### config.mk
export PLATFORM = sky130hd
export DESIGN_NAME = imem_loader
export DESIGN_NICKNAME = d
export VERILOG_FILES = /design/src/rtl/cpu_pkg.sv /design/src/rtl/loader_word_pack.sv /design/src/rtl/imem_loader.sv
export SDC_FILE = /design/constraint.sdc
export NUM_CORES = 1
export LEC_CHECK = 0
export ABC_AREA = 1
export CORE_ASPECT_RATIO = 0.6
export CORE_MARGIN = 3
export CORE_UTILIZATION = 48
export DETAILED_ROUTE_END_ITERATION = 8
export PLACE_DENSITY = 0.76
export SLEW_MARGIN = 20
export SYNTH_ARGS = -nofsm -noshare
export SYNTH_HDL_FRONTEND = slang
export SYNTH_HIERARCHICAL = 1
export SYNTH_SLANG_ARGS = --single-unit
### constraint.sdc
create_clock -name clk -period 1.95 [get_ports clk]
set_input_delay 0.39 -clock clk [delete_from_list [all_inputs] [get_ports clk]]
set_output_delay 0.39 -clock clk [all_outputs]
set_load 0.005 [all_outputs]
### src/rtl/cpu_pkg.sv
// cpu_pkg: definitions shared by the instruction-memory loader.
//   INSTR_W    : instruction word width (32).
//   DEFAULT_AW : default instruction-memory word-address width.
//   ST_*       : 3-bit loader state encodings, also exposed as the state_t enum.
// Optional feature macro used by the loader files: IMEM_LOADER_CHECKSUM_EN.
package cpu_pkg;

   localparam int unsigned INSTR_W    = 32;
   localparam int unsigned DEFAULT_AW = 8;

   localparam logic [2:0] ST_IDLE  = 3'd0;
   localparam logic [2:0] ST_LEN   = 3'd1;
   localparam logic [2:0] ST_DATA  = 3'd2;
   localparam logic [2:0] ST_WRITE = 3'd3;
   localparam logic [2:0] ST_CHK   = 3'd4;
   localparam logic [2:0] ST_DONE  = 3'd5;
   localparam logic [2:0] ST_ERR   = 3'd6;

   typedef enum logic [2:0] {
      IDLE  = ST_IDLE,
      LEN   = ST_LEN,
      DATA  = ST_DATA,
      WRITE = ST_WRITE,
      CHK   = ST_CHK,
      DONE  = ST_DONE,
      ERR   = ST_ERR
   } state_t;

endpackage

### src/rtl/loader_word_pack.sv
// loader_word_pack: packs a byte stream, MSB first, into 32-bit words.
// Ports:
//   clk, rstd  : clock, asynchronous active-low reset
//   clr        : clear byte counter and checksum
//   push       : shift data into the word register
//   data       : incoming stream byte
//   word       : current shift-register contents
//   last_byte  : the next push completes a word (byte counter == 3)
//   csum       : running XOR of pushed bytes (0 unless IMEM_LOADER_CHECKSUM_EN)
// Macro: IMEM_LOADER_CHECKSUM_EN enables the checksum accumulator.
module loader_word_pack
   import cpu_pkg::*;
(
   input  logic               clk,
   input  logic               rstd,
   input  logic               clr,
   input  logic               push,
   input  logic [7:0]         data,
   output logic [INSTR_W-1:0] word,
   output logic               last_byte,
   output logic [7:0]         csum
);

   logic [INSTR_W-1:0] shreg_q;
   logic [1:0]         byte_cnt_q;

   always_ff @(posedge clk or negedge rstd) begin
      if (!rstd) begin
         shreg_q    <= '0;
         byte_cnt_q <= 2'd0;
      end else if (clr) begin
         byte_cnt_q <= 2'd0;
      end else if (push) begin
         shreg_q    <= {shreg_q[INSTR_W-9:0], data};
         byte_cnt_q <= byte_cnt_q + 2'd1;
      end
   end

`ifdef IMEM_LOADER_CHECKSUM_EN
   logic [7:0] csum_q;

   always_ff @(posedge clk or negedge rstd) begin
      if (!rstd) begin
         csum_q <= 8'd0;
      end else if (clr) begin
         csum_q <= 8'd0;
      end else if (push) begin
         csum_q <= csum_q ^ data;
      end
   end

   assign csum = csum_q;
`else
   assign csum = 8'd0;
`endif

   assign word      = shreg_q;
   assign last_byte = (byte_cnt_q == 2'd3);

endmodule

### src/rtl/imem_loader.sv
// imem_loader: loads a length-prefixed byte stream into instruction memory and
// holds the CPU in reset until the image is in place.
// Ports:
//   clk, rstd            : clock, asynchronous active-low reset
//   in_data/valid/ready  : byte stream handshake (transfer on valid && ready)
//   imem_we/addr/wdata   : instruction-memory write port, one strobe per word
//   cpu_rstd             : active-low CPU reset, released one cycle into DONE
//   done, err            : sticky status
// Macro: IMEM_LOADER_CHECKSUM_EN adds a trailing XOR checksum byte and ERR path.
module imem_loader
   import cpu_pkg::*;
#(
   parameter int unsigned AW    = DEFAULT_AW,
   parameter int unsigned CNT_W = 8
) (
   input  logic               clk,
   input  logic               rstd,
   input  logic [7:0]         in_data,
   input  logic               in_valid,
   output logic               in_ready,
   output logic               imem_we,
   output logic [AW-1:0]      imem_addr,
   output logic [INSTR_W-1:0] imem_wdata,
   output logic               cpu_rstd,
   output logic               done,
   output logic               err
);

   localparam int unsigned CMP_W = (AW > CNT_W) ? AW : CNT_W;

   state_t             state_q;
   logic [AW-1:0]      word_idx_q;
   logic [CNT_W-1:0]   last_idx_q;
   logic [AW-1:0]      imem_addr_q;
   logic [INSTR_W-1:0] imem_wdata_q;
   logic               cpu_rstd_q;

   logic               xfer;
   logic               pack_clr;
   logic               pack_push;
   logic [INSTR_W-1:0] pack_word;
   logic               pack_last;
   logic [7:0]         pack_csum;
   logic               at_last_word;

   assign in_ready  = (state_q == LEN) || (state_q == DATA) || (state_q == CHK);
   assign xfer      = in_valid && in_ready;
   assign pack_clr  = (state_q == LEN) && xfer;
   assign pack_push = (state_q == DATA) && xfer;

   // Widen both sides so AW and CNT_W may differ.
   assign at_last_word = (CMP_W'(word_idx_q) == CMP_W'(last_idx_q));

   loader_word_pack u_pack (
      .clk       (clk),
      .rstd      (rstd),
      .clr       (pack_clr),
      .push      (pack_push),
      .data      (in_data),
      .word      (pack_word),
      .last_byte (pack_last),
      .csum      (pack_csum)
   );

   always_ff @(posedge clk or negedge rstd) begin
      if (!rstd) begin
         state_q      <= IDLE;
         word_idx_q   <= '0;
         last_idx_q   <= '0;
         imem_addr_q  <= '0;
         imem_wdata_q <= '0;
         cpu_rstd_q   <= 1'b0;
      end else begin
         case (state_q)
            IDLE: state_q <= LEN;
            LEN: begin
               if (xfer) begin
                  // L=0 wraps to all-ones, i.e. the full 2^CNT_W words.
                  last_idx_q <= CNT_W'(in_data) - CNT_W'(1);
                  word_idx_q <= '0;
                  state_q    <= DATA;
               end
            end
            DATA: begin
               if (xfer && pack_last) begin
                  // Capture the completed word now so the write port is valid
                  // throughout WRITE and holds afterwards.
                  imem_addr_q  <= word_idx_q;
                  imem_wdata_q <= {pack_word[INSTR_W-9:0], in_data};
                  state_q      <= WRITE;
               end
            end
            WRITE: begin
               if (at_last_word) begin
`ifdef IMEM_LOADER_CHECKSUM_EN
                  state_q <= CHK;
`else
                  state_q <= DONE;
`endif
               end else begin
                  word_idx_q <= word_idx_q + AW'(1);
                  state_q    <= DATA;
               end
            end
`ifdef IMEM_LOADER_CHECKSUM_EN
            CHK: begin
               if (xfer) begin
                  state_q <= (in_data == pack_csum) ? DONE : ERR;
               end
            end
`endif
            DONE: cpu_rstd_q <= 1'b1;
            ERR:  cpu_rstd_q <= 1'b0;
            default: state_q <= IDLE;
         endcase
      end
   end

   assign imem_we    = (state_q == WRITE);
   assign imem_addr  = imem_addr_q;
   assign imem_wdata = imem_wdata_q;
   assign cpu_rstd   = cpu_rstd_q;
   assign done       = (state_q == DONE);
`ifdef IMEM_LOADER_CHECKSUM_EN
   assign err        = (state_q == ERR);
`else
   assign err        = 1'b0;
   logic unused_csum;
   assign unused_csum = ^pack_csum;
`endif

   logic unused_word_msb;
   assign unused_word_msb = ^pack_word[INSTR_W-1:INSTR_W-8];

endmodule

==> results.toml, run 1 <==
[synthesis]
yosysWarnings = 6
synth_cells = 473
synth_area_per_cell_um2 = 8.67
syn-cell-area_mm2 = 0.00410
synth_nets = 487

[route]
initialDrtViolationCount = 363
final_antenna_net_count = 0
wl_per_cell_um = 14.0
dr_total_vias = 3338
viasPerCell = 5.15
drc = 0
first_pass_iters = 5
routed_wirelength_um = 9100

[global_routing]
groute.usage.overall_pct = 20.3
antenna_found_initial = 0
grt_pass1_wl_um = 15700
grt_pass1_vias = 3073
overflow = 0
grt_max_degree = 46

[placement]
portBuffers = 54
gp_congestion = 0.826
hpwl_um = 6460

[run_status]
run_status = "completed"

[finish]
antenna_cells = 0
most-common-layout-cells = "nand2_1, dfrtp_1, nand3_1"
layout_commonest_cell = "nand2_1"
layout.nets = 549
drive_gt1_share_pct = 13.5
syn_to_final_growth_pct = 22.6

[clocking]
clk_latency_ns = 0.34
clkTransAtPathRegs_ns = 0.06
cts_sinks = 86
cts_tree = "yes"
cts_max_level = 3
clockBufferDepth = 2
cts_buffers = 9
cts-root-buf = "clkbuf_16"

[sta]
hold_viol_final = 0
slew_viol_final = 0
setup_viol = 0
max_freq_ghz = 0.543
finalCritPeriodShare_pct = 94.4
fin_crit_ns = 1.84
finalClockSkew_ns = 0.00802
rsz0062_at_grt = "false"
fin_tns_setup_ns = 0

[critical_path]
start_kind = "flop"
cp_top_family = "buffers and inverters"
rr_worst_depth = 7
crit_type = "reg -> out"
crit_path_top_delay_cell = "dfrtp_1"
cp_max_fo = 6
worstPathCellList = "inv_4 -> buf_4 -> nand2_2 -> nand3_1 -> dlygate4sd2_1"
crit_buf_inv = 3
worst_ep_required_time_ns = 1.56
path_depth = 5
endpoint_kind = "output port"
cp_data_arrival_time_ns = 1.45
critPathMaxStageDelay_ns = 0.40

[power_and_ir_drop]
power.density_mw_per_mm2 = 1350
leakagePower_uw = 0.00260
ir_drop_mv = 0.583
finalPower_uw = 6800

[floorplanning]
die_width_um = 125
die_h_um = 77.6
rows = 25
die-area_mm2 = 0.00973
io_pins = 56
start_util_pct = 50.8
core-area_mm2 = 0.00807

[min_path]
whs_path_depth = 2
hp-class = "reg -> reg"

[run]
max-cap-violations = 0
layer usage:
layer | global-route usage (%) | routed length (um)
met1 | 31.4 | 4580
met2 | 27.4 | 3730
met3 | 5.30 | 641
met4 | 6.71 | 150
met5 | 0 | 0
what timing repair did:
| item | in CTS | in global routing |
|---|---|---|
| endpoints found under the setup margin | 2 | 2 |
| gates resized for setup | 4 | 2 |
| setup buffers | 4 | 2 |
| endpoints found under the hold margin | 27 | 0 |
| pin swaps | 0 | 0 |
| hold buffers | 1 | 0 |
per-stage QoR:
step	util [%]	worst slack (ns)	cell area [um2]	hold WS (ns)	std cells
2_1_floorplan	-	0.431	4100	0.0944	473
3_3_place_gp	58.2	0.0930	4700	0.334	625
3_5_place_dp	58.2	0.0679	4700	0.335	625
4_1_cts	62.1	0.00804	5010	0.472	646
5_1_grt	62.3	0.0398	5030	0.485	648
6_report	62.3	0.108	5030	0.468	648
final timing paths:
kind | startpoint | to | slack (ns)
setup reg to reg | state_q[2]$_DFFE_PN0P_ | imem_wdata[14]$_DFFE_PN0P_ | 0.38
setup / recovery | state_q[2]$_DFFE_PN0P_ | in_ready | 0.11
min in group asynchronous | rstd | imem_wdata[17]$_DFFE_PN0P_ | 0.51
hold / removal | imem_wdata[20]$_DFFE_PN0P_ | imem_wdata[20]$_DFFE_PN0P_ | 0.47
hold reg to reg | imem_wdata[20]$_DFFE_PN0P_ | imem_wdata[20]$_DFFE_PN0P_ | 0.47
max in group asynchronous | rstd | last_idx_q[6]$_DFFE_PN0P_ | 0.80
power breakdown:
group          internal, uW  total (uW)  switching (uW)
logic                  1120        2390            1270
registers              2410        2860             451
clock network           891        1550             658
cell type report:
class / instances / area [um2]
flip-flops and latches: 86 / 2150
inverters: 30 / 120
fillers: 671 / 3040
multi-input cells: 332 / 1600
well taps: 108 / 135
clock buffers: 12 / 246
repair buffers: 76 / 747
clock inverters: 4 / 22.5
flip-flops by register name (all words and copies together), names as in the netlist:
register	count
imem_wdata	32
u_pack/word	24
imem_addr	8
last_idx_q	8
word_idx_q	8
state_q	3
u_pack/byte_cnt_q	2
cpu_rstd	1
worst reg2reg max path: cells and delay by family (launching register included):
kind          cells  cell delay [ns]
flops             1             0.41
simple gates      4             0.61
buf+inv           3             0.49
Note: power is estimated with default switching activity, not from simulation.
==> run 2, diff against run 1 <==
CAP_MARGIN = 20   (was default)
==> results of run 2 <==
Same layout as run 1: the final DEF is identical, and so are final timing and power.
